**src/rtl/axi_vision_pkg.sv**
```systemverilog
// Shared types and helpers for the AXI4-Stream video front-end blocks.
// Holds the line_buffer_ctrl state encoding and the kernel border helper.
package axi_vision_pkg;

    typedef enum logic [2:0] {
        IDLE,
        WAIT_SOF,
        START,
        ACTIVE,
        PAD,
        DROP,
        FLUSH,
        DONE
    } lbc_state_t;

    localparam int unsigned CNT_W = 16;

    function automatic int unsigned border(input int unsigned k);
        return k / 2;
    endfunction

endpackage

```
**src/rtl/line_buffer_ctrl.sv**
```systemverilog
// Sequences line_buffer from an AXI4-Stream video input: repairs short/long lines,
// gates pushes on downstream readiness and flushes BORDER pad rows after the last line.
module line_buffer_ctrl
    import axi_vision_pkg::*;
#(
    parameter int unsigned DATA_WIDTH  = 8,
    parameter int unsigned IMG_WIDTH   = 1920,
    parameter int unsigned KERNEL_SIZE = 3
) (
    input  logic                  clk,
    input  logic                  rst_n,
    input  logic                  enable,
    input  logic [CNT_W-1:0]      cfg_width,
    input  logic [CNT_W-1:0]      cfg_height,
    input  logic [DATA_WIDTH-1:0] cfg_pad,
    input  logic                  s_tvalid,
    output logic                  s_tready,
    input  logic [DATA_WIDTH-1:0] s_tdata,
    input  logic                  s_tuser,
    input  logic                  s_tlast,
    input  logic                  dn_ready,
    output logic                  lb_frame_start,
    output logic                  lb_pixel_valid,
    output logic [DATA_WIDTH-1:0] lb_pixel_data,
    output logic [CNT_W-1:0]      lb_img_width,
    output logic                  busy,
    output logic                  frame_done,
    output logic                  err_short,
    output logic                  err_long,
    output logic                  err_sof,
    output logic                  err_cfg
);

    localparam logic [CNT_W-1:0] BORDER = CNT_W'(border(KERNEL_SIZE));
    localparam logic [CNT_W-1:0] K_MIN  = CNT_W'(KERNEL_SIZE);
    localparam logic [CNT_W-1:0] W_MAX  = CNT_W'(IMG_WIDTH);

    lbc_state_t            state_q, state_d;
    logic [CNT_W-1:0]      col_q, col_d;
    logic [CNT_W-1:0]      row_q, row_d;
    logic [CNT_W-1:0]      flush_q, flush_d;
    logic [CNT_W-1:0]      width_q, width_d;
    logic [CNT_W-1:0]      height_q, height_d;
    logic [DATA_WIDTH-1:0] pad_q, pad_d;

    logic                  push;
    logic [DATA_WIDTH-1:0] push_data;
    logic                  fs_d, fd_d;
    logic                  err_short_d, err_long_d, err_sof_d, err_cfg_d;

    logic cfg_bad, col_last, row_last, flush_last, mid_sof;

    assign cfg_bad    = (cfg_width < K_MIN) || (cfg_width > W_MAX) || (cfg_height < K_MIN);
    assign col_last   = (col_q == width_q - 16'd1);
    assign row_last   = (row_q == height_q - 16'd1);
    assign flush_last = (flush_q == BORDER * width_q - 16'd1);
    // SOF is only legal on the very first pixel of a frame.
    assign mid_sof    = s_tuser && ((col_q != '0) || (row_q != '0));

    assign lb_img_width = width_q;
    assign busy         = (state_q != IDLE) && (state_q != WAIT_SOF);

    always_comb begin
        state_d     = state_q;
        col_d       = col_q;
        row_d       = row_q;
        flush_d     = flush_q;
        width_d     = width_q;
        height_d    = height_q;
        pad_d       = pad_q;
        s_tready    = 1'b0;
        push        = 1'b0;
        push_data   = s_tdata;
        fs_d        = 1'b0;
        fd_d        = 1'b0;
        err_short_d = 1'b0;
        err_long_d  = 1'b0;
        err_sof_d   = 1'b0;
        err_cfg_d   = 1'b0;

        unique case (state_q)
            IDLE: begin
                if (enable) state_d = WAIT_SOF;
            end
            WAIT_SOF: begin
                // SOF beat is held for START unless the config is rejected.
                s_tready = !s_tuser || (enable && cfg_bad);
                if (!enable) begin
                    state_d = IDLE;
                end else if (s_tvalid && s_tuser) begin
                    if (cfg_bad) begin
                        err_cfg_d = 1'b1;
                    end else begin
                        width_d  = cfg_width;
                        height_d = cfg_height;
                        pad_d    = cfg_pad;
                        state_d  = START;
                    end
                end
            end
            START: begin
                fs_d    = 1'b1;
                col_d   = '0;
                row_d   = '0;
                flush_d = '0;
                state_d = ACTIVE;
            end
            ACTIVE: begin
                s_tready = dn_ready && !mid_sof;
                if (s_tvalid && mid_sof) begin
                    err_sof_d = 1'b1;
                    state_d   = START;
                end else if (s_tvalid && dn_ready) begin
                    push = 1'b1;
                    if (col_last) begin
                        col_d = '0;
                        row_d = row_q + 16'd1;
                        if (!s_tlast) begin
                            err_long_d = 1'b1;
                            state_d    = DROP;
                        end else if (row_last) begin
                            state_d = FLUSH;
                        end
                    end else begin
                        col_d = col_q + 16'd1;
                        if (s_tlast) begin
                            err_short_d = 1'b1;
                            state_d     = PAD;
                        end
                    end
                end
            end
            PAD: begin
                if (dn_ready) begin
                    push      = 1'b1;
                    push_data = pad_q;
                    if (col_last) begin
                        col_d   = '0;
                        row_d   = row_q + 16'd1;
                        state_d = row_last ? FLUSH : ACTIVE;
                    end else begin
                        col_d = col_q + 16'd1;
                    end
                end
            end
            DROP: begin
                s_tready = !s_tuser;
                if (s_tvalid && s_tuser) begin
                    err_sof_d = 1'b1;
                    state_d   = START;
                end else if (s_tvalid && s_tlast) begin
                    // row already advanced past the truncated line
                    state_d = (row_q == height_q) ? FLUSH : ACTIVE;
                end
            end
            FLUSH: begin
                if (dn_ready) begin
                    push      = 1'b1;
                    push_data = pad_q;
                    if (flush_last) begin
                        flush_d = '0;
                        state_d = DONE;
                    end else begin
                        flush_d = flush_q + 16'd1;
                    end
                end
            end
            DONE: begin
                fd_d    = 1'b1;
                state_d = WAIT_SOF;
            end
            default: state_d = IDLE;
        endcase
    end

    always_ff @(posedge clk or negedge rst_n) begin
        if (!rst_n) begin
            state_q        <= IDLE;
            col_q          <= '0;
            row_q          <= '0;
            flush_q        <= '0;
            width_q        <= '0;
            height_q       <= '0;
            pad_q          <= '0;
            lb_frame_start <= 1'b0;
            lb_pixel_valid <= 1'b0;
            lb_pixel_data  <= '0;
            frame_done     <= 1'b0;
            err_short      <= 1'b0;
            err_long       <= 1'b0;
            err_sof        <= 1'b0;
            err_cfg        <= 1'b0;
        end else begin
            state_q        <= state_d;
            col_q          <= col_d;
            row_q          <= row_d;
            flush_q        <= flush_d;
            width_q        <= width_d;
            height_q       <= height_d;
            pad_q          <= pad_d;
            lb_frame_start <= fs_d;
            lb_pixel_valid <= push;
            if (push) lb_pixel_data <= push_data;
            frame_done     <= fd_d;
            err_short      <= err_short_d;
            err_long       <= err_long_d;
            err_sof        <= err_sof_d;
            err_cfg        <= err_cfg_d;
        end
    end

endmodule

```
**config.mk**
```make
export PLATFORM = sky130hd
export DESIGN_NAME = line_buffer_ctrl
export DESIGN_NICKNAME = d
export VERILOG_FILES = /design/src/rtl/axi_vision_pkg.sv /design/src/rtl/line_buffer_ctrl.sv
export SDC_FILE = /design/constraint.sdc
export NUM_CORES = 1
export LEC_CHECK = 0
export ABC_AREA = 1
export CAP_MARGIN = 25
export CORE_ASPECT_RATIO = 0.9
export CORE_UTILIZATION = 35
export CTS_BUF_LIST = sky130_fd_sc_hd__clkbuf_4
export CTS_CLUSTER_SIZE = 16
export DETAILED_ROUTE_END_ITERATION = 8
export SETUP_SLACK_MARGIN = 0.15
export SLEW_MARGIN = 0
export SYNTH_ARGS = -nofsm -noshare
export SYNTH_HDL_FRONTEND = slang
export SYNTH_SLANG_ARGS = --single-unit
```
**constraint.sdc**
```tcl
create_clock -name clk -period 7.3 [get_ports clk]
set_clock_uncertainty 0.2 [all_clocks]
set_input_delay 0.73 -clock clk [delete_from_list [all_inputs] [get_ports clk]]
set_output_delay 0.73 -clock clk [all_outputs]
set_load 0.05 [all_outputs]
```
==> results.py <==
metrics = {
    "grt": {
        "first_global_vias": 6588,
        "grt_start_max_net_pins": 74,
        "grt_pass1_wl_um": 34400,
        "gr-total-overflow": 0,
        "grt_antenna_before_repair": 1,
        "globalRouteTotalUtil": 0.198,
    },
    "pwr": {
        "p_sw_frac": 0.466,
        "p_leak_uw": 0.00457,
        "power_uw": 2080,
        "internal_power_uw": 1110,
        "clock_power_share": 0.166,
        "power_density_mw_per_mm2": 233,
        "p_comb_frac": 0.489,
        "ir_drop_uv": 96.5,
        "p_sw_uw": 970,
        "sequentialPowerShare": 0.345,
    },
    "layout": {
        "layout_commonest_cell": "nand2_1",
        "final_cell_mix": "nand2_1, inv_1, nor2_1",
        "syn_to_final_growth_pct": 17.6,
        "fillers": 2211,
        "nets": 1229,
        "fin_area_mm2": 0.00893,
        "utilization": 0.425,
        "drive_gt1_frac": 0.0760,
    },
    "yosys": {
        "synth_seq_cells": 106,
        "syn_area_per_cell_um2": 7.02,
        "synth_ff_type": "dfrtp_1",
        "ys_warn_count": 0,
        "syn_inst": 1082,
        "yosysUniqueCellTypes": 42,
        "async_flop_share": 1.00,
        "synth_seq_area_share": 0.349,
        "syn_nets": 1144,
        "synth-edff-count": 0,
        "syn_area_mm2": 0.00759,
    },
    "place": {
        "dpl_cell_area_mm2": 0.00873,
        "gp_congestion": 0.941,
        "dpl.hpwl_um": 16600,
        "port_buffers": 87,
    },
    "floorplan": {
        "initial_utilization": 0.361,
        "die_h_um": 142,
        "coreArea_mm2": 0.0210,
        "ios": 88,
        "dieWidth_um": 157,
        "row_count": 50,
        "die_area_mm2": 0.0223,
    },
    "route": {
        "wl_per_cell_um": 14.3,
        "vias": 7203,
        "antenna_left": 0,
        "dr.first_iter.drc_count": 544,
        "viasPerCell": 4.94,
        "firstDrtPassIters": 5,
        "drt-total-wl_um": 20800,
        "drc": 0,
    },
    "cts": {
        "postCtsSetupBuffers": 0,
        "htreeDepth": 3,
        "cts.clk_slew.worst_paths_ns": 0.16,
        "cts_tree": "done",
        "numCtsBuffers": 9,
        "cts.sinks": 106,
        "clock_latency_ns": 0.49,
        "cts_buffer_depth": 2,
        "cts_root_buffer": "clkbuf_4",
    },
    "setup_path": {
        "worst_setup_path_end_kind": "output pin",
        "crit_top_cell": "clkdlybuf4s50_1",
        "crit_fanout": 3,
        "worst_ep_required_time_ns": 6.37,
        "worstPathCellList": "clkdlybuf4s50_1 -> nor2_1 -> nand4_1 -> nor4_1 -> nor3_1 -> or2_2 -> o311ai_0 -> clkdlybuf4s50_1",
        "reg2regPathDepth": 12,
        "worst_path_max_delay_cell": "clkdlybuf4s50_1",
        "cp-start-kind": "input port",
        "critPathArrivalTime_ns": 3.44,
        "crit_type": "in -> out",
        "slowest_delay_ns": 0.90,
    },
    "timing": {
        "fmax_mhz": 229,
        "hold_viol": 0,
        "fin_crit_sh": 0.598,
        "slew_headroom": 0.526,
        "fin_crit_ns": 4.37,
        "tightest_slew_ns": 0.710,
        "setup_tns_ns": 0,
        "finalSetupViolCount": 0,
        "rsz0062_at_grt": "false",
        "holdWs_ns": 0.309,
        "slew_viol_final": 0,
    },
    "min_path": {
        "hold_path.class": "reg -> reg",
        "hold_path_depth": 2,
    },
    "run": {
        "max_cap_viol_count": 0,
    },
    "status": {
        "outcome": "finished, final reports clean",
    },
}
-- final timing paths --
kind | startpoint | endpoint | slack (ns)
setup reg to reg | row_q[0]$_DFFE_PN0P_ | col_q[14]$_DFFE_PN0P_ | 3.96
hold / removal | pad_q[5]$_DFFE_PN0P_ | pad_q[5]$_DFFE_PN0P_ | 0.31
max in group asynchronous | rst_n | row_q[7]$_DFFE_PN0P_ | 5.49
setup / recovery | cfg_height[13] | s_tready | 2.93
hold reg to reg | pad_q[5]$_DFFE_PN0P_ | pad_q[5]$_DFFE_PN0P_ | 0.31
min in group asynchronous | rst_n | lb_img_width[10]$_DFFE_PN0P_ | 0.50
-- cell families after synthesis --
group / Yosys count / synth area share
AO/OA/AOI/OAI: 76 / 0.0641
AND/OR/NAND/NOR: 628 / 0.381
XOR/XNOR: 49 / 0.0565
multiplexers: 31 / 0.0409
flip-flops: 106 / 0.349
adder cells (fa/ha/maj): 7 / 0.0115
buffers and inverters: 185 / 0.0969
-- Yosys cell counts (8+ instances only) --
cell,count,area share
nand2_1,248,0.12
inv_1,161,0.080
nor2_1,134,0.066
nand3_1,132,0.087
dfrtp_1,106,0.35
xor2_1,35,0.040
mux2i_1,31,0.041
nand4_1,30,0.025
a21oi_1,23,0.015
nor3_1,22,0.015
o21ai_0,16,0.011
o21ai_2,16,0.018
xnor2_1,14,0.016
nand2_2,10,0.0082
nor4_1,9,0.0074
a31oi_1,8,0.0066
nand3_2,8,0.011
nor2_4,8,0.012
or2_2,8,0.0066
-- layer usage --
layer	routed length (um)	global-route usage
met1	10000	0.279
met2	9130	0.300
met3	1190	0.0388
met4	463	0.0654
met5	0	0
-- state kept, by name, indices dropped and copies added, names as in the netlist, 3 cells and up --
| name | flops |
|---|---|
| row_q | 16 |
| state_q | 3 |
| height_q | 16 |
| flush_q | 16 |
| col_q | 16 |
| pad_q | 8 |
| lb_pixel_data | 8 |
| lb_img_width | 16 |
-- timing repair --
action,CTS,global route
hold buffers,1,0
endpoints found under the hold margin,33,0
gates resized for setup,0,0
-- stage by stage --
step,setup slack [ns],cells
after global routing,2.78,1458
after global placement,2.89,1440
after detailed placement,2.88,1440
after floorplan,3.78,1082
final,2.93,1458
after CTS,2.88,1456
-- critical path, delay by kind of cell --
kind / cells / cell delay, ns
and+or+nand+nor: 5 / 1.25
buffers and inverters: 2 / 1.33
AOI/OAI and AO/OA: 1 / 0.10
-- final cells by class --
| class | instances | area [um2] | share of cell area |
|---|---|---|---|
| flip-flops and latches | 106 | 2650 | 0.297 |
| clock buffers | 10 | 75.1 | 0.00841 |
| inverters | 168 | 631 | 0.0706 |
| repair buffers | 91 | 921 | 0.103 |
| well taps | 286 | 358 | 0.0401 |
| multi-input cells | 791 | 4210 | 0.471 |
| clock inverters | 5 | 80.1 | 0.00897 |
| diodes | 1 | 2.50 | 0.000280 |
-- power groups by stage --
stage	combinational, uW	sequential (uW)	clock [uW]
final	1020	719	345
after global routing	1130	728	381
after CTS	1010	719	361
after detailed placement	1010	730	0
after global placement	1000	730	0
after floorplan	636	831	0
Power figures use the tool's default switching activity.
